==> config.mk <==
export PLATFORM = sky130hd
export DESIGN_NAME = cnt_seq_ctrl
export DESIGN_NICKNAME = d
export VERILOG_FILES = /design/src/rtl/cnt_seq_ctrl_pkg.sv /design/src/rtl/cnt_seq_ctrl_tick_div.sv /design/src/rtl/cnt_seq_ctrl.sv
export SDC_FILE = /design/constraint.sdc
export NUM_CORES = 1
export LEC_CHECK = 0
export ABC_AREA = 0
export BUFFER_PORTS_ARGS = -buffer_cell sky130_fd_sc_hd__buf_2
export CORE_UTILIZATION = 45
export CTS_CLUSTER_SIZE = 30
export DETAILED_ROUTE_END_ITERATION = 8
export PLACE_DENSITY_LB_ADDON = 0.3
export SYNTH_ARGS = -nofsm -noshare
export SYNTH_HDL_FRONTEND = slang
export SYNTH_SLANG_ARGS = --single-unit
export TNS_END_PERCENT = 1
==> constraint.sdc <==
create_clock -name clk -period 2.67 [get_ports clk]
set_clock_uncertainty 0.05 [all_clocks]
set_input_delay 0.4005 -clock clk [delete_from_list [all_inputs] [get_ports clk]]
set_output_delay 0.4005 -clock clk [all_outputs]
set_load 0.02 [all_outputs]
==> src/rtl/cnt_seq_ctrl_pkg.sv <==
// Shared definitions for the counter sequencer: FSM state encoding,
// run-mode codes and small mode-decode helpers.
package cnt_seq_ctrl_pkg;

  typedef enum logic [1:0] {
    ST_IDLE = 2'b00,
    ST_LOAD = 2'b01,
    ST_RUN  = 2'b10,
    ST_DONE = 2'b11
  } state_t;

  localparam logic [1:0] MODE_ONESHOT     = 2'b00;
  localparam logic [1:0] MODE_LOOP        = 2'b01;
  localparam logic [1:0] MODE_PINGPONG    = 2'b10;
  localparam logic [1:0] MODE_ONESHOT_ALT = 2'b11;

  // Code 11 behaves exactly like one-shot.
  function automatic logic is_oneshot(input logic [1:0] mode);
    return (mode == MODE_ONESHOT) || (mode == MODE_ONESHOT_ALT);
  endfunction

  function automatic logic is_loop(input logic [1:0] mode);
    return mode == MODE_LOOP;
  endfunction

  function automatic logic is_pingpong(input logic [1:0] mode);
    return mode == MODE_PINGPONG;
  endfunction

endpackage

==> src/rtl/cnt_seq_ctrl_tick_div.sv <==
// tick_div: programmable step prescaler.
// Counts 0..i_div while enabled; o_tick is high for the one cycle the count
// equals i_div, after which the count wraps to 0. i_div = 0 ticks every cycle.
// Ports:
//   clk, rst_n   clock / async active-low reset
//   i_clr        synchronous clear of the count (priority over i_en)
//   i_en         count enable; o_tick is forced low while disabled
//   i_div        divide value (period = i_div + 1 cycles)
//   o_tick       one-cycle tick
module tick_div #(
  parameter int DIV_W = 16
) (
  input  logic             clk,
  input  logic             rst_n,
  input  logic             i_clr,
  input  logic             i_en,
  input  logic [DIV_W-1:0] i_div,
  output logic             o_tick
);

  logic [DIV_W-1:0] r_cnt;

  assign o_tick = i_en && (r_cnt == i_div);

  always_ff @(posedge clk or negedge rst_n) begin
    if (!rst_n) begin
      r_cnt <= '0;
    end else if (i_clr) begin
      r_cnt <= '0;
    end else if (i_en) begin
      r_cnt <= o_tick ? '0 : r_cnt + DIV_W'(1);
    end
  end

endmodule

==> src/rtl/cnt_seq_ctrl.sv <==
// cnt_seq_ctrl: sequencer for a 4-bit loadable up/down counter.
// Latches a run programme on START and drives the counter's load/clear/
// enable/direction pins to produce one-shot, looping or ping-pong runs at a
// prescaled step rate.
// Ports:
//   clk, rst_n          clock / async active-low reset
//   i_start, i_stop     launch (sampled in IDLE) / abort
//   i_mode, i_dir       run mode, initial direction (1 = up)
//   i_start_val/end_val pass start and target values
//   i_presc             step period = i_presc + 1 cycles
//   i_cnt_q             counter output (registered)
//   o_cnt_pe/d/clr/en/flag  counter control pins (combinational decode)
//   o_busy, o_done      LOAD/RUN indication, one-cycle completion pulse
//   o_laps              completed passes in the current run (saturating)
//
// state   | meaning
// IDLE    | waiting for START; no strobes
// LOAD    | one cycle: load START_VAL into counter, clear prescaler
// RUN     | stepping on prescaler ticks toward the current target
// DONE    | one cycle: one-shot completion pulse, then back to IDLE
module cnt_seq_ctrl
  import cnt_seq_ctrl_pkg::*;
#(
  parameter int DIV_W = 16,
  parameter int LAP_W = 8
) (
  input  logic             clk,
  input  logic             rst_n,
  input  logic             i_start,
  input  logic             i_stop,
  input  logic [1:0]       i_mode,
  input  logic             i_dir,
  input  logic [3:0]       i_start_val,
  input  logic [3:0]       i_end_val,
  input  logic [DIV_W-1:0] i_presc,
  input  logic [3:0]       i_cnt_q,
  output logic             o_cnt_pe,
  output logic [3:0]       o_cnt_d,
  output logic             o_cnt_clr,
  output logic             o_cnt_en,
  output logic             o_cnt_flag,
  output logic             o_busy,
  output logic             o_done,
  output logic [LAP_W-1:0] o_laps
);

  state_t r_state, w_state_nxt;

  logic [1:0]       r_mode;
  logic [3:0]       r_start_val;
  logic [3:0]       r_end_val;
  logic [DIV_W-1:0] r_presc;
  logic             r_dir_cur;   // direction of the leg in progress
  logic             r_ret_leg;   // ping-pong: 1 while heading back to START_VAL
  logic [LAP_W-1:0] r_laps;

  logic       w_tick;
  logic       w_launch;
  logic       w_abort;
  logic [3:0] w_target;
  logic       w_at_target;
  logic       w_pass_done;

  tick_div #(.DIV_W(DIV_W)) u_tick_div (
    .clk    (clk),
    .rst_n  (rst_n),
    .i_clr  (r_state == ST_LOAD),
    .i_en   (r_state == ST_RUN),
    .i_div  (r_presc),
    .o_tick (w_tick)
  );

  assign w_launch    = (r_state == ST_IDLE) && i_start && !i_stop;
  assign w_abort     = (r_state != ST_IDLE) && i_stop;
  assign w_target    = r_ret_leg ? r_start_val : r_end_val;
  assign w_at_target = (i_cnt_q == w_target);
  assign w_pass_done = (r_state == ST_RUN) && !i_stop && w_tick && w_at_target;

  always_ff @(posedge clk or negedge rst_n) begin
    if (!rst_n) begin
      r_state <= ST_IDLE;
    end else begin
      r_state <= w_state_nxt;
    end
  end

  always_comb begin
    w_state_nxt = r_state;
    case (r_state)
      ST_IDLE: if (w_launch) w_state_nxt = ST_LOAD;
      ST_LOAD: w_state_nxt = i_stop ? ST_IDLE : ST_RUN;
      ST_RUN: begin
        if (i_stop)                                w_state_nxt = ST_IDLE;
        else if (w_pass_done && is_oneshot(r_mode)) w_state_nxt = ST_DONE;
      end
      ST_DONE: w_state_nxt = ST_IDLE;
      default: w_state_nxt = ST_IDLE;
    endcase
  end

  // Counter pins are decoded from state, tick and Q; STOP masks EN/PE so the
  // three strobes never overlap.
  always_comb begin
    o_cnt_pe   = 1'b0;
    o_cnt_en   = 1'b0;
    o_cnt_clr  = w_abort;
    o_cnt_d    = r_start_val;
    o_cnt_flag = r_dir_cur;
    o_busy     = (r_state == ST_LOAD) || (r_state == ST_RUN);
    o_done     = (r_state == ST_DONE);
    if (!w_abort) begin
      if (r_state == ST_LOAD) begin
        o_cnt_pe = 1'b1;
      end else if (r_state == ST_RUN && w_tick) begin
        if (!w_at_target)        o_cnt_en = 1'b1;
        else if (is_loop(r_mode)) o_cnt_pe = 1'b1;
      end
    end
  end

  always_ff @(posedge clk or negedge rst_n) begin
    if (!rst_n) begin
      r_mode      <= '0;
      r_start_val <= '0;
      r_end_val   <= '0;
      r_presc     <= '0;
      r_dir_cur   <= 1'b0;
      r_ret_leg   <= 1'b0;
      r_laps      <= '0;
    end else if (w_launch) begin
      r_mode      <= i_mode;
      r_start_val <= i_start_val;
      r_end_val   <= i_end_val;
      r_presc     <= i_presc;
      r_dir_cur   <= i_dir;
      r_ret_leg   <= 1'b0;
      r_laps      <= '0;
    end else if (w_pass_done) begin
      if (r_laps != '1) r_laps <= r_laps + LAP_W'(1);
      if (is_pingpong(r_mode)) begin
        r_dir_cur <= ~r_dir_cur;
        r_ret_leg <= ~r_ret_leg;
      end
    end
  end

  assign o_laps = r_laps;

endmodule

; Yosys cells after proc, flatten, opt, wreduce, memory -nomap -nowiden
; Index checks and enable logic that the tools add are counted.
[op_classes]
n_addsub = 2
n_mux = 27
n_eq_ne = 11
bitwise = 2
n_reduce_logical = 22
[ops]
columns = op, count
row1 = 2-to-1 mux 16 bit, 3
row2 = 2-to-1 mux 8 bit, 3
row3 = "adder 16 x 1 -> 16 bit, second input constant", 1
row4 = == test 16 bit, 1
row5 = 2-to-1 mux 1 bit, 15
row6 = nonzero test 2 bit, 5
row7 = logical AND 1 bit, 9
row8 = "adder 8 x 1 -> 8 bit, second input constant", 1
row9 = "== test 2 bit, second input constant", 4
row10 = 2-to-1 mux 2 bit, 4
row11 = "inequality test 8 bit, second input constant", 1
row12 = case mux 2 bit (4 select lines), 1
row13 = AND reduction 2 bit, 3
row14 = "== test 2 x 1 -> 1 bit, second input constant", 2
row15 = == test 4 bit, 1
row16 = logical NOT 2 bit, 2
row17 = 2-to-1 mux 4 bit, 1
row18 = "inequality test 3 bit, second input constant", 1
row19 = logical OR 1 bit, 2
row20 = "inequality test 2 bit, second input constant", 1
row21 = NOT 1 bit, 2
row22 = logical NOT 1 bit, 1
[word_totals]
reg_bits = 54
wordCells = 73

; Longest topological paths before layout
; Gate-level depths: netlist of the first run.
[depth]
word_depth = 8
mapped_depth = 9
ltp_nobuf = 8

; Cells and area by module
; A second synthesis of the first run with hierarchy kept.
[unflattened]
cells_unflattened = 335
hier_area_um2 = 2971.6
[by_module_without_submodules]
columns = module, area_per_inst_um2, cells_each, n_inst, seq_area_each_um2
row1 = cnt_seq_ctrl, 1871.8, 212, 1, 950.9
row2 = tick_div, 1099.8, 123, 1, 400.4

; Worst setup path before layout of the first run
; Ideal clock, no wire load.
[synth_timing]
path_type = register to output
start = register r_ret_leg
end = output o_cnt_en
path_slack_ns = 0.360
n_path_buf = 1
path_stages_with_launch = 6
t_required_ns = 2.220
t_arrival_ns = 1.860
cell_sequence = dfrtp_1 > clkbuf_1 > mux2i_1 > xor2_1 > nand4_1 > nor4bb_1
[synth_via]
elab_chain_cells = 6
[synth_lines]
columns = item, line
row1 = start: declaration, cnt_seq_ctrl.sv:54  ; logic r_ret_leg;
row2 = start signal: assignment, cnt_seq_ctrl.sv:142  ; r_ret_leg <= ~r_ret_leg;
row3 = 2-to-1 mux 4 bit, cnt_seq_ctrl.sv:75  ; assign w_target = r_ret_leg ? r_start_val : r_end_val;
row4 = == test 4 bit, cnt_seq_ctrl.sv:76  ; assign w_at_target = (i_cnt_q == w_target);
row5 = 2-to-1 mux 1 bit, cnt_seq_ctrl.sv:115  ; if (!w_at_target) o_cnt_en = 1'b1;
row6 = 2-to-1 mux 1 bit, cnt_seq_ctrl.sv:114  ; end else if (r_state == ST_RUN && w_tick) begin
row7 = 2-to-1 mux 1 bit, cnt_seq_ctrl.sv:112  ; if (r_state == ST_LOAD) begin
row8 = 2-to-1 mux 1 bit, cnt_seq_ctrl.sv:111  ; if (!w_abort) begin
row9 = end: declaration, cnt_seq_ctrl.sv:40  ; output logic o_cnt_en,
; Every way passes these cells.

; Worst setup path in the final report of the first run
[layout_timing]
start = register u_tick_div.r_cnt[7]
end = output o_cnt_en
[layout_via]
elab_chain_cells = 6
[layout_lines]
columns = item, line
row1 = start: declaration, cnt_seq_ctrl_tick_div.sv:21  ; logic [DIV_W-1:0] r_cnt;
row2 = start signal: assignment, cnt_seq_ctrl_tick_div.sv:31  ; r_cnt <= o_tick ? '0 : r_cnt + DIV_W'(1);
row3 = == test 16 bit, cnt_seq_ctrl_tick_div.sv:23  ; assign o_tick = i_en && (r_cnt == i_div);
row4 = logical AND 1 bit, cnt_seq_ctrl_tick_div.sv:23
row5 = logical AND 1 bit, cnt_seq_ctrl.sv:114
row6 = 2-to-1 mux 1 bit, cnt_seq_ctrl.sv:114
row7 = 2-to-1 mux 1 bit, cnt_seq_ctrl.sv:112
row8 = 2-to-1 mux 1 bit, cnt_seq_ctrl.sv:111
; Every way passes these cells.

==> results of run 1 <==
## state kept, by name, indices dropped and copies added (netlist names)
name	flops
r_presc	16
r_state	2
o_cnt_flag	1
u_tick_div.r_cnt	16
r_end_val	4
r_mode	2
o_cnt_d	4
r_ret_leg	1
o_laps	8
## cells in the final DEF (no fill, tap or decap), drive strengths merged, types with 2 or more instances in the layout
cell / Yosys / routed
a21oi: 5 / 5
a22o: 12 / 12
a31o: 2 / 2
a41oi: 2 / 2
and2: 2 / 2
and3: 9 / 9
and4: 2 / 2
buf: 5 / 62
clkbuf: 7 / 8
dfrtp: 54 / 54
ha: 8 / 8
inv: 10 / 10
mux2i: 9 / 9
nand2: 85 / 85
nand2b: 4 / 4
nand3: 4 / 4
nand4: 6 / 6
nor2: 14 / 14
nor2b: 11 / 11
nor3: 5 / 5
nor4: 4 / 4
o21ai: 16 / 16
o2bb2ai: 3 / 3
xnor2: 4 / 4
xor2: 19 / 19
## how the worst max path moves through the flow
stage	from	to	slack, ns
finish	u_tick_div.r_cnt[7]$_DFFE_PN0P_	o_cnt_en	0.11
global placement	r_ret_leg$_DFFE_PN0P_	o_laps[6]$_DFFE_PN0P_	0.28
detailed placement	r_ret_leg$_DFFE_PN0P_	o_laps[6]$_DFFE_PN0P_	0.24
global route	u_tick_div.r_cnt[7]$_DFFE_PN0P_	o_cnt_en	-0.0005
floorplan	r_ret_leg$_DFFE_PN0P_	o_cnt_en	0.36
CTS	r_ret_leg$_DFFE_PN0P_	o_cnt_pe	0.03
## worst max-delay path: stages, from the launching register on
cell      delay (ns)
dfrtp_1         0.44
xor2_1          0.19
nor4_2          0.31
nand4_2         0.29
nor4bb_2        0.36
buf_2           0.21
## logic make-up after synthesis
logic type                 share of synthesized area [%]
muxes                                               3.49
adders and majority gates                           3.45
DFF                                                 46.6
buffers and inverters                               3.15
and+or+nand+nor                                     25.5
AOI/OAI and AO/OA                                   10.9
xor gates and xnor gates                            6.95
## stage by stage
| step | setup slack (ns) | utilization (%) | instance area, um2 | setup TNS [ns] | std cells |
|---|---|---|---|---|---|
| floorplan | 0.360 | - | 2900 | 0 | 312 |
| detailed placement | 0.239 | 53.8 | 3260 | 0 | 435 |
| finish | 0.112 | 56.1 | 3400 | 0 | 445 |
| CTS | 0.0303 | 55.7 | 3370 | 0 | 443 |
| global route | -0.000489 | 56.1 | 3400 | -0.000489 | 445 |
| global placement | 0.279 | 53.8 | 3260 | 0 | 435 |
## power breakdown
group	switching, mW	total (mW)	internal (mW)	leakage [nW]
combinational	0.772	1.27	0.496	1.06
sequential	0.198	1.26	1.06	0.703
clock	0.256	0.518	0.262	0.0575
total	1.23	3.05	1.82	1.82
## repair_timing
item,4_1_cts,5_1_grt
setup endpoints to repair,0,2
setup buffers,0,2
endpoints found under the hold margin,0,0
resized for setup,0,4
## final cells by class
class	count	area share, %
Tap cell	75	2.76
Sequential cell	54	39.8
Inverter	10	1.10
Timing Repair Buffer	62	9.86
Clock buffer	8	3.24
Multi-Input combinational cell	236	43.3
## layer usage
| layer | part of all wire, % | up-vias |
|---|---|---|
| met3 | 4.2 | 5 |
| met5 | 0 | - |
| met4 | 1.2 | 0 |
| li1 | - | 1163 |
| met1 | 47 | 1148 |
| met2 | 47 | 49 |
==> run summary, run 1 <==
Vias in the first global route -> 2,259
Crit path DAT -> 2.11 ns
Crit path time final -> 2.56 ns
Final period utilization -> 95.8%
Crit Path Max Fanout -> 6
Cell Area, Synth -> 2900 um2
CTS buffer count -> 5
Top post-synthesis cells by area -> dfrtp_1, nand2_1, xor2_1
LEAKAGE -> 1.82 nW
ANT cells -> 0
Clk Latency, worst-skew pair -> 0.30 ns
Ys flop type -> dfrtp_1
Worst Setup End Kind -> primary output
Post-CTS Hold Fix Bufs -> 0
Reg area -> 1350 um2
Synth unique cells -> 39
CP Launch Type -> flip-flop
Fill cells -> 528
Max Clk Rate -> 0.391 GHz
Warnings from Yosys -> 0
Setup violators final -> 0
Starting Density -> 47.9%
Area growth, synth to finish -> 17.3%
Worst Tran Pin Value -> 0.685 ns
Total Power -> 3.05 mW
CTS tree -> built
Post-DR wirelength/cell -> 14.2 um
Largest net degree at the start of global routing -> 55
Final WL -> 6.31 mm
Post-synthesis average cell area -> 9.30 um2
I/O pins -> 53
Sequential fraction of the synthesis area -> 46.6%
GR Util met1 -> 27.6%
Global Route met2 Usage -> 32.9%
Global-route wire length before repair -> 10.4 mm
Most common cell in the synthesized netlist -> nand2_1
Yosys reg bits -> 54
R2r endpoint -> o_laps[6]$_DFFE_PN0P_
Core area -> 6060 um2
CTS Sinks -> 54
Initial antenna violation count -> 0
Status -> finished clean
Die X -> 82.3 um
Crit Path Class -> flip-flop to primary output
Reg-to-Reg Start -> u_tick_div.r_cnt[7]$_DFFE_PN0P_
Post-synth top area share -> 46.6%
Die height -> 82.3 um
Commonest cells post-synth -> nand2_1, dfrtp_1, xor2_1
H-tree levels -> 2
Reg2reg path depth -> 6
HPWL after DPL -> 4.46 mm
Async S/R FF share, synth -> 100%
Fin. Hold Viols -> 0
Hold/Removal Path Class -> input pin to asynchronous set/reset pin
Synth Instances -> 312
Area leader, netlist -> dfrtp_1
Die area -> 6770 um2
Max-Cap Viols -> 0
Buffers on Ports -> 52
Post-synth EDFFs -> 0
VDD IR-drop max -> 0.000541 V
DR DRC count -> 0
DRT Pass-1 Iters -> 4
RePlAce Congestion -> 0.827
Crit path required time -> 2.22 ns
GRT met3 Usage -> 3.30%
Area of the multi-input gates -> 1470 um2
Syn nets -> 355
Layout cells sized above 1 -> 23.2%
Worst slew margin -> 54.4%
Routed Antenna Nets -> 0
Site Rows -> 28
GRT Max-Usage Layer -> met2
GRT overflow -> 0
Nets@finish -> 412
Total Routing Usage GR -> 20.3%
Clock Path Buffers -> 2
Flop-to-flop setup slack -> 0.23 ns
Routed vias -> 2,365
DR iter-0 viols -> 124
Vias per cell -> 5.31
Pins Over Slew Limit -> 0
P per Cell Area -> 896 nW/um2
Clock transition at path regs -> 0.09 ns
Root Buffer -> clkbuf_8
Hold Worst Slack -> 0.157 ns
No activity file was read; power rests on OpenSTA's default activity.
==> run 2: changes to the inputs <==
- ABC_AREA: 0 -> 1
==> run 2 against run 1 <==
Via count rose by 20%; routed wire length rose by 12%; non-clock buffer count fell by 5; count of clock-buffer cells in the layout fell by 1; synthesized cell count rose by 30%; sequential power barely moved; area after synthesis rose by 8.1%; critical path type unchanged.
==> run summary, run 2 <==
Core area -> 6760 um2
Post-synthesis average cell area -> 7.72 um2
Critical path's slowest cell -> dfrtp_1
Post-synth top area share -> 43.1%
Routed vias -> 2,833
Max-Cap Viols -> 0
Nets@finish -> 506
Logic pwr share -> 42.9%
Switching Fraction -> 42.0%
Die area -> 7300 um2
Int Pwr -> 1.74 mW
CP Launch Type -> flip-flop
Max Clk Rate -> 0.405 GHz
Area leader, netlist -> dfrtp_1
Synth unique cells -> 27
Sequential share of power -> 41.3%
Warnings from Yosys -> 0
DRT Pass-1 Iters -> 4
Crit path DAT -> 2.02 ns
H-tree levels -> 2
Finished Core Util -> 53.3%
Routed Antenna Nets -> 0
Layout cells sized above 1 -> 21.3%
Syn nets -> 449
Post-synth EDFFs -> 0
Worst slew margin -> 45.4%
Crit path required time -> 2.22 ns
Crit path time final -> 2.47 ns
Setup violators final -> 0
Post-CTS Setup Bufs -> 0
CTS buffer count -> 5
Worst Setup End Kind -> primary output
Vias per cell -> 5.21
Post-DR wirelength/cell -> 13.0 um
LEAKAGE -> 1.89 nW
Reg2reg path depth -> 6
GRT overflow -> 0
Delay-heaviest family, CP -> simple AND/OR/NAND/NOR gates
Flop-to-flop setup slack -> 0.62 ns
Worst Tran Pin Value -> 0.819 ns
Final period utilization -> 92.5%
Initial antenna violation count -> 0
R2r endpoint -> r_presc[11]$_DFFE_PN0P_
Top post-synthesis cells by area -> dfrtp_1, nand2_1, inv_1
RePlAce Congestion -> 0.954
P per Cell Area -> 834 nW/um2
RSZ-0062 raised after global routing -> false
Largest net degree at the start of global routing -> 37
Global-route wire length before repair -> 12.2 mm
Cell Area, Synth -> 3130 um2
Area growth, synth to finish -> 15.0%
Ys flop type -> dfrtp_1
Crit Path Class -> flip-flop to primary output
DR DRC count -> 0
Crit Path Max Fanout -> 4
Clock Path Buffers -> 2
I/O pins -> 53
Most common cell in the synthesized netlist -> nand2_1
Sequential fraction of the synthesis area -> 43.1%
Root Buffer -> clkbuf_8
Buffers on Ports -> 52
Die X -> 85.5 um
ANT cells -> 0
Starting Density -> 46.4%
Pins Over Slew Limit -> 0
Psw -> 1.26 mW
Reg-to-Reg Start -> r_state[0]$_DFFE_PN0P_
Status -> finished clean
Final TNS setup -> 0 ns
Most common cell after layout, fill and taps aside -> nand2_1
Die height -> 85.5 um
Hold/Removal Path Class -> input pin to asynchronous set/reset pin
Synth Instances -> 406
CTS Sinks -> 54
Crit-path cells -> inv_1 -> ha_1 -> inv_1 -> a21oi_1 -> nand3_1 -> nor2_2 -> nand2_1 -> nor2_4 -> a31oi_1 -> nor2_1 -> buf_2
DR iter-0 viols -> 129
Largest stage delay, worst path -> 0.42 ns
Clock transition at path regs -> 0.09 ns
Clock power share -> 15.8%
HPWL after DPL -> 5.34 mm
Fin. Hold Viols -> 0
Post-CTS Hold Fix Bufs -> 0
Crit path top cell by count -> inv_1
CP Buf/Inv Count -> 3
Commonest cells post-synth -> nand2_1, dfrtp_1, inv_1
Clk Latency, worst-skew pair -> 0.31 ns
Total Routing Usage GR -> 21.0%
Async S/R FF share, synth -> 100%
Commonest non-fill, non-tap cells in the layout -> nand2_1, dfrtp_1, buf_2
Final WL -> 7.08 mm
Yosys reg bits -> 54
CTS resizes -> 0
VDD IR-drop max -> 0.000425 V
Vias in the first global route -> 2,717
Site Rows -> 30
CTS tree -> built
Cells after DPL -> 536
Layout Cells excl Fill -> 544
-- run 2: changes by cell type after synthesis, moves of 8 or more --
cell | previous run | this run
a21oi_1 | 5 | 17
inv_1 | 10 | 49
nor2_1 | 14 | 41
a22o_1 | 12 | 0
nand4_1 | 5 | 18
nand3_1 | 4 | 33
nor2b_1 | 11 | 0
mux2i_1 | 9 | 1
nand2_1 | 85 | 98
and3_1 | 9 | 1
inv_2 | 0 | 8
mux2_2 | 1 | 11
-- run 2: metal layers --
layer / vias to the layer above / share of wire [%] / wire length (um) / GRT usage [%]
met2: 78 / 48 / 3370 / 35.5
li1: 1427 / - / - / -
met3: 15 / 5.0 / 353 / 4.38
met5: - / 0 / 0 / 0
met4: 0 / 2.0 / 145 / 7.12
met1: 1313 / 45 / 3210 / 26.7
-- run 2: worst reg2reg max path, cell delays in order (launching register included) --
cell,delay (ns)
dfrtp_1,0.42
inv_1,0.09
ha_1,0.25
nand3_2,0.54
buf_4,0.43
nor2_1,0.11
a21oi_1,0.05
-- run 2: power by group through the flow --
stage | clock (mW) | sequential (mW) | combinational, mW
floorplan | 0 | 1.25 | 0.902
global placement | 0 | 1.25 | 1.25
global route | 0.522 | 1.28 | 1.46
finish | 0.476 | 1.24 | 1.29
CTS | 0.490 | 1.24 | 1.29
detailed placement | 0 | 1.26 | 1.28
-- run 2: worst max-delay path by stage --
stage / start / to / cells after the start
final: r_state[0]$_DFFE_PN0P_ / o_cnt_pe / 11
after global routing: r_state[0]$_DFFE_PN0P_ / o_cnt_pe / 11
after CTS: r_state[0]$_DFFE_PN0P_ / o_cnt_pe / 11
after detailed placement: r_state[0]$_DFFE_PN0P_ / o_cnt_pe / 11
after global placement: r_state[0]$_DFFE_PN0P_ / o_cnt_pe / 11
after floorplan: r_state[0]$_DFFE_PN0P_ / o_cnt_pe / 10
-- run 2: cells by family (layout without fill, tap and decap cells) --
group | after synthesis | after routing | synth area share (%)
fa+ha+maj | 8 | 8 | 3.19
simple gates | 214 | 214 | 30.9
flops | 54 | 54 | 43.1
compound gates | 39 | 39 | 6.59
buf+inv | 64 | 122 | 7.78
mux | 12 | 12 | 4.27
xor+xnor | 15 | 15 | 4.19
-- run 2: cell type report --
cell class              instances  area (um2)
inverters                      57         214
well taps                      80         100
clock inverters                 1        5.00
repair buffers                 57         298
fillers                       672        3150
multi-input cells             288        1550
flip-flops and latches         54        1350
clock buffers                   7        86.3
-- run 2: metrics by stage --
step | area (um2) | setup slack [ns] | hold WS (ns) | total power [mW]
2_1_floorplan | 3130 | 0.614 | 0.0549 | 2.16
3_3_place_gp | 3510 | 0.555 | 0.445 | 2.49
3_5_place_dp | 3510 | 0.493 | 0.450 | 2.54
4_1_cts | 3600 | 0.131 | 0.162 | 3.02
5_1_grt | 3600 | 0.0343 | 0.192 | 3.26
6_report | 3600 | 0.199 | 0.126 | 3.01
==> run 3: changes to the inputs <==
- CAP_MARGIN: not set -> 0
- CORE_ASPECT_RATIO: not set -> 1.25
- RECOVER_POWER: not set -> 50
==> run 3 against run 2 <==
Flip-flop and latch count unchanged; non-clock buffer count decreased by 1; critical path depth is the same; routed wire length increased by 0.40%; cell count up 1.1%; largest power group unchanged; highest routed layer unchanged.
==> run summary, run 3 (same netlist as run 2, synthesis figures left out) <==
CTS buffer count -> 5
Post-DR wirelength/cell -> 12.9 um
ANT cells -> 0
Setup violators final -> 0
RePlAce Congestion -> 0.838
Max-Cap Viols -> 0
Die X -> 76.6 um
Site Rows -> 33
DRT Pass-1 Iters -> 5
Worst Setup End Kind -> primary output
Fin. Hold Viols -> 0
Area growth, synth to finish -> 15.2%
Total Power -> 3.04 mW
LEAKAGE -> 1.86 nW
Vias in the first global route -> 2,767
CP Launch Type -> flip-flop
Routed Antenna Nets -> 0
Post-CTS Hold Fix Bufs -> 0
DR DRC count -> 0
Final period utilization -> 91.9%
Vias per cell -> 5.17
Crit path time final -> 2.45 ns
Clock Path Buffers -> 2
RSZ-0062 raised after global routing -> false
Initial antenna violation count -> 0
Core area -> 6650 um2
HPWL after DPL -> 5.33 mm
Total Routing Usage GR -> 20.9%
Starting Density -> 47.1%
Crit Path Class -> flip-flop to primary output
Commonest non-fill, non-tap cells in the layout -> nand2_1, dfrtp_1, inv_1
P per Cell Area -> 842 nW/um2
Die height -> 95.3 um
Pins Over Slew Limit -> 0
Nets@finish -> 505
Final WL -> 7.11 mm
Buffers on Ports -> 52
Final TNS setup -> 0 ns
Crit path DAT -> 2.00 ns
Routed vias -> 2,845
Die area -> 7300 um2
Worst slew margin -> 3.76%
Root Buffer -> clkbuf_8
DR iter-0 viols -> 163
CTS Sinks -> 54
Crit path required time -> 2.22 ns
H-tree levels -> 2
Clk Latency, worst-skew pair -> 0.32 ns
Largest net degree at the start of global routing -> 55
GRT overflow -> 0
Layout cells sized above 1 -> 19.2%
VDD IR-drop max -> 0.000449 V
CTS tree -> built
Status -> finished clean
Max Clk Rate -> 0.408 GHz
Most common cell after layout, fill and taps aside -> nand2_1
Global-route wire length before repair -> 12.1 mm
Crit Path Max Fanout -> 4
Worst Tran Pin Value -> 1.44 ns
I/O pins -> 53
Hold/Removal Path Class -> input pin to flip-flop
Clock transition at path regs -> 0.11 ns
==> run 3: cell count changes in the layout (fill, tap and decap cells not counted) <==
cell      previous run  this run
buf_2               52        41
inv_8                0         1
clkbuf_2             0         1
clkbuf_1             1        10
clkinv_4             0         1
buf_12               0         1
buf_4                5         3
clkinv_2             1         0
clkbuf_8             6         5
inv_6                0         1
==> run 3: final timing paths <==
check / from / to / slack, ns / depth (start not counted)
max: r_state[0]$_DFFE_PN0P_ / o_cnt_pe / 0.22 / 11
min: i_end_val[1] / r_end_val[1]$_DFFE_PN0P_ / 0.25 / 2
max reg2reg: o_laps[0]$_DFFE_PN0P_ / o_laps[4]$_DFFE_PN0P_ / 0.64 / 7
min reg2reg: r_end_val[1]$_DFFE_PN0P_ / r_end_val[1]$_DFFE_PN0P_ / 0.47 / 1
max in group asynchronous: rst_n / o_laps[6]$_DFFE_PN0P_ / 0.82 / 2
min in group asynchronous: rst_n / u_tick_div.r_cnt[6]$_DFFE_PN0P_ / 0.35 / 1
==> run 3: area by class of cell <==
| type | count | area, um2 |
|---|---|---|
| Fill cell | 620 | 3040 |
| Multi-Input combinational cell | 288 | 1550 |
| Sequential cell | 54 | 1350 |
| Timing Repair Buffer | 56 | 290 |
| Inverter | 57 | 214 |
| Tap cell | 87 | 109 |
| Clock buffer | 5 | 68.8 |
| Clock inverter | 3 | 28.8 |
==> run 3: repair_timing <==
action                     in CTS  in global routing
gates resized for setup         0                  2
buffers inserted                0                  1
setup endpoints to repair       0                  1
==> run 3: per-layer routing <==
| metal | up-vias | GRT usage (%) | routed length (um) |
|---|---|---|---|
| li1 | 1436 | - | - |
| met1 | 1311 | 24.7 | 3110 |
| met2 | 84 | 38.2 | 3550 |
| met3 | 14 | 3.73 | 351 |
| met4 | 0 | 7.21 | 102 |
| met5 | - | 0 | 0 |
==> run 3: power by group <==
part	internal [mW]	total, mW	switching (mW)
sequential	1.06	1.24	0.177
clock	0.197	0.501	0.304
combinational	0.477	1.30	0.824
==> run 3: metrics by stage <==
stage	std cells	util, %	worst slack, ns	cell area, um2	hold slack (ns)
finish	550	54.3	0.216	3610	0.252
global route	550	54.3	0.0120	3610	0.237
CTS	549	54.5	0.112	3620	0.0567
detailed placement	541	53.0	0.475	3530	0.405
global placement	541	53.0	0.562	3530	0.408
floorplan	406	-	0.614	3130	0.0549
==> run 3: critical path, stage by stage (launching register included) <==
cell	delay [ns]
dfrtp_1	0.41
inv_1	0.08
ha_1	0.18
inv_1	0.06
a21oi_1	0.12
nand3_1	0.10
nor2_2	0.13
nand2_1	0.10
nor2_4	0.13
a31oi_1	0.10
nor2_1	0.11
buf_4	0.15
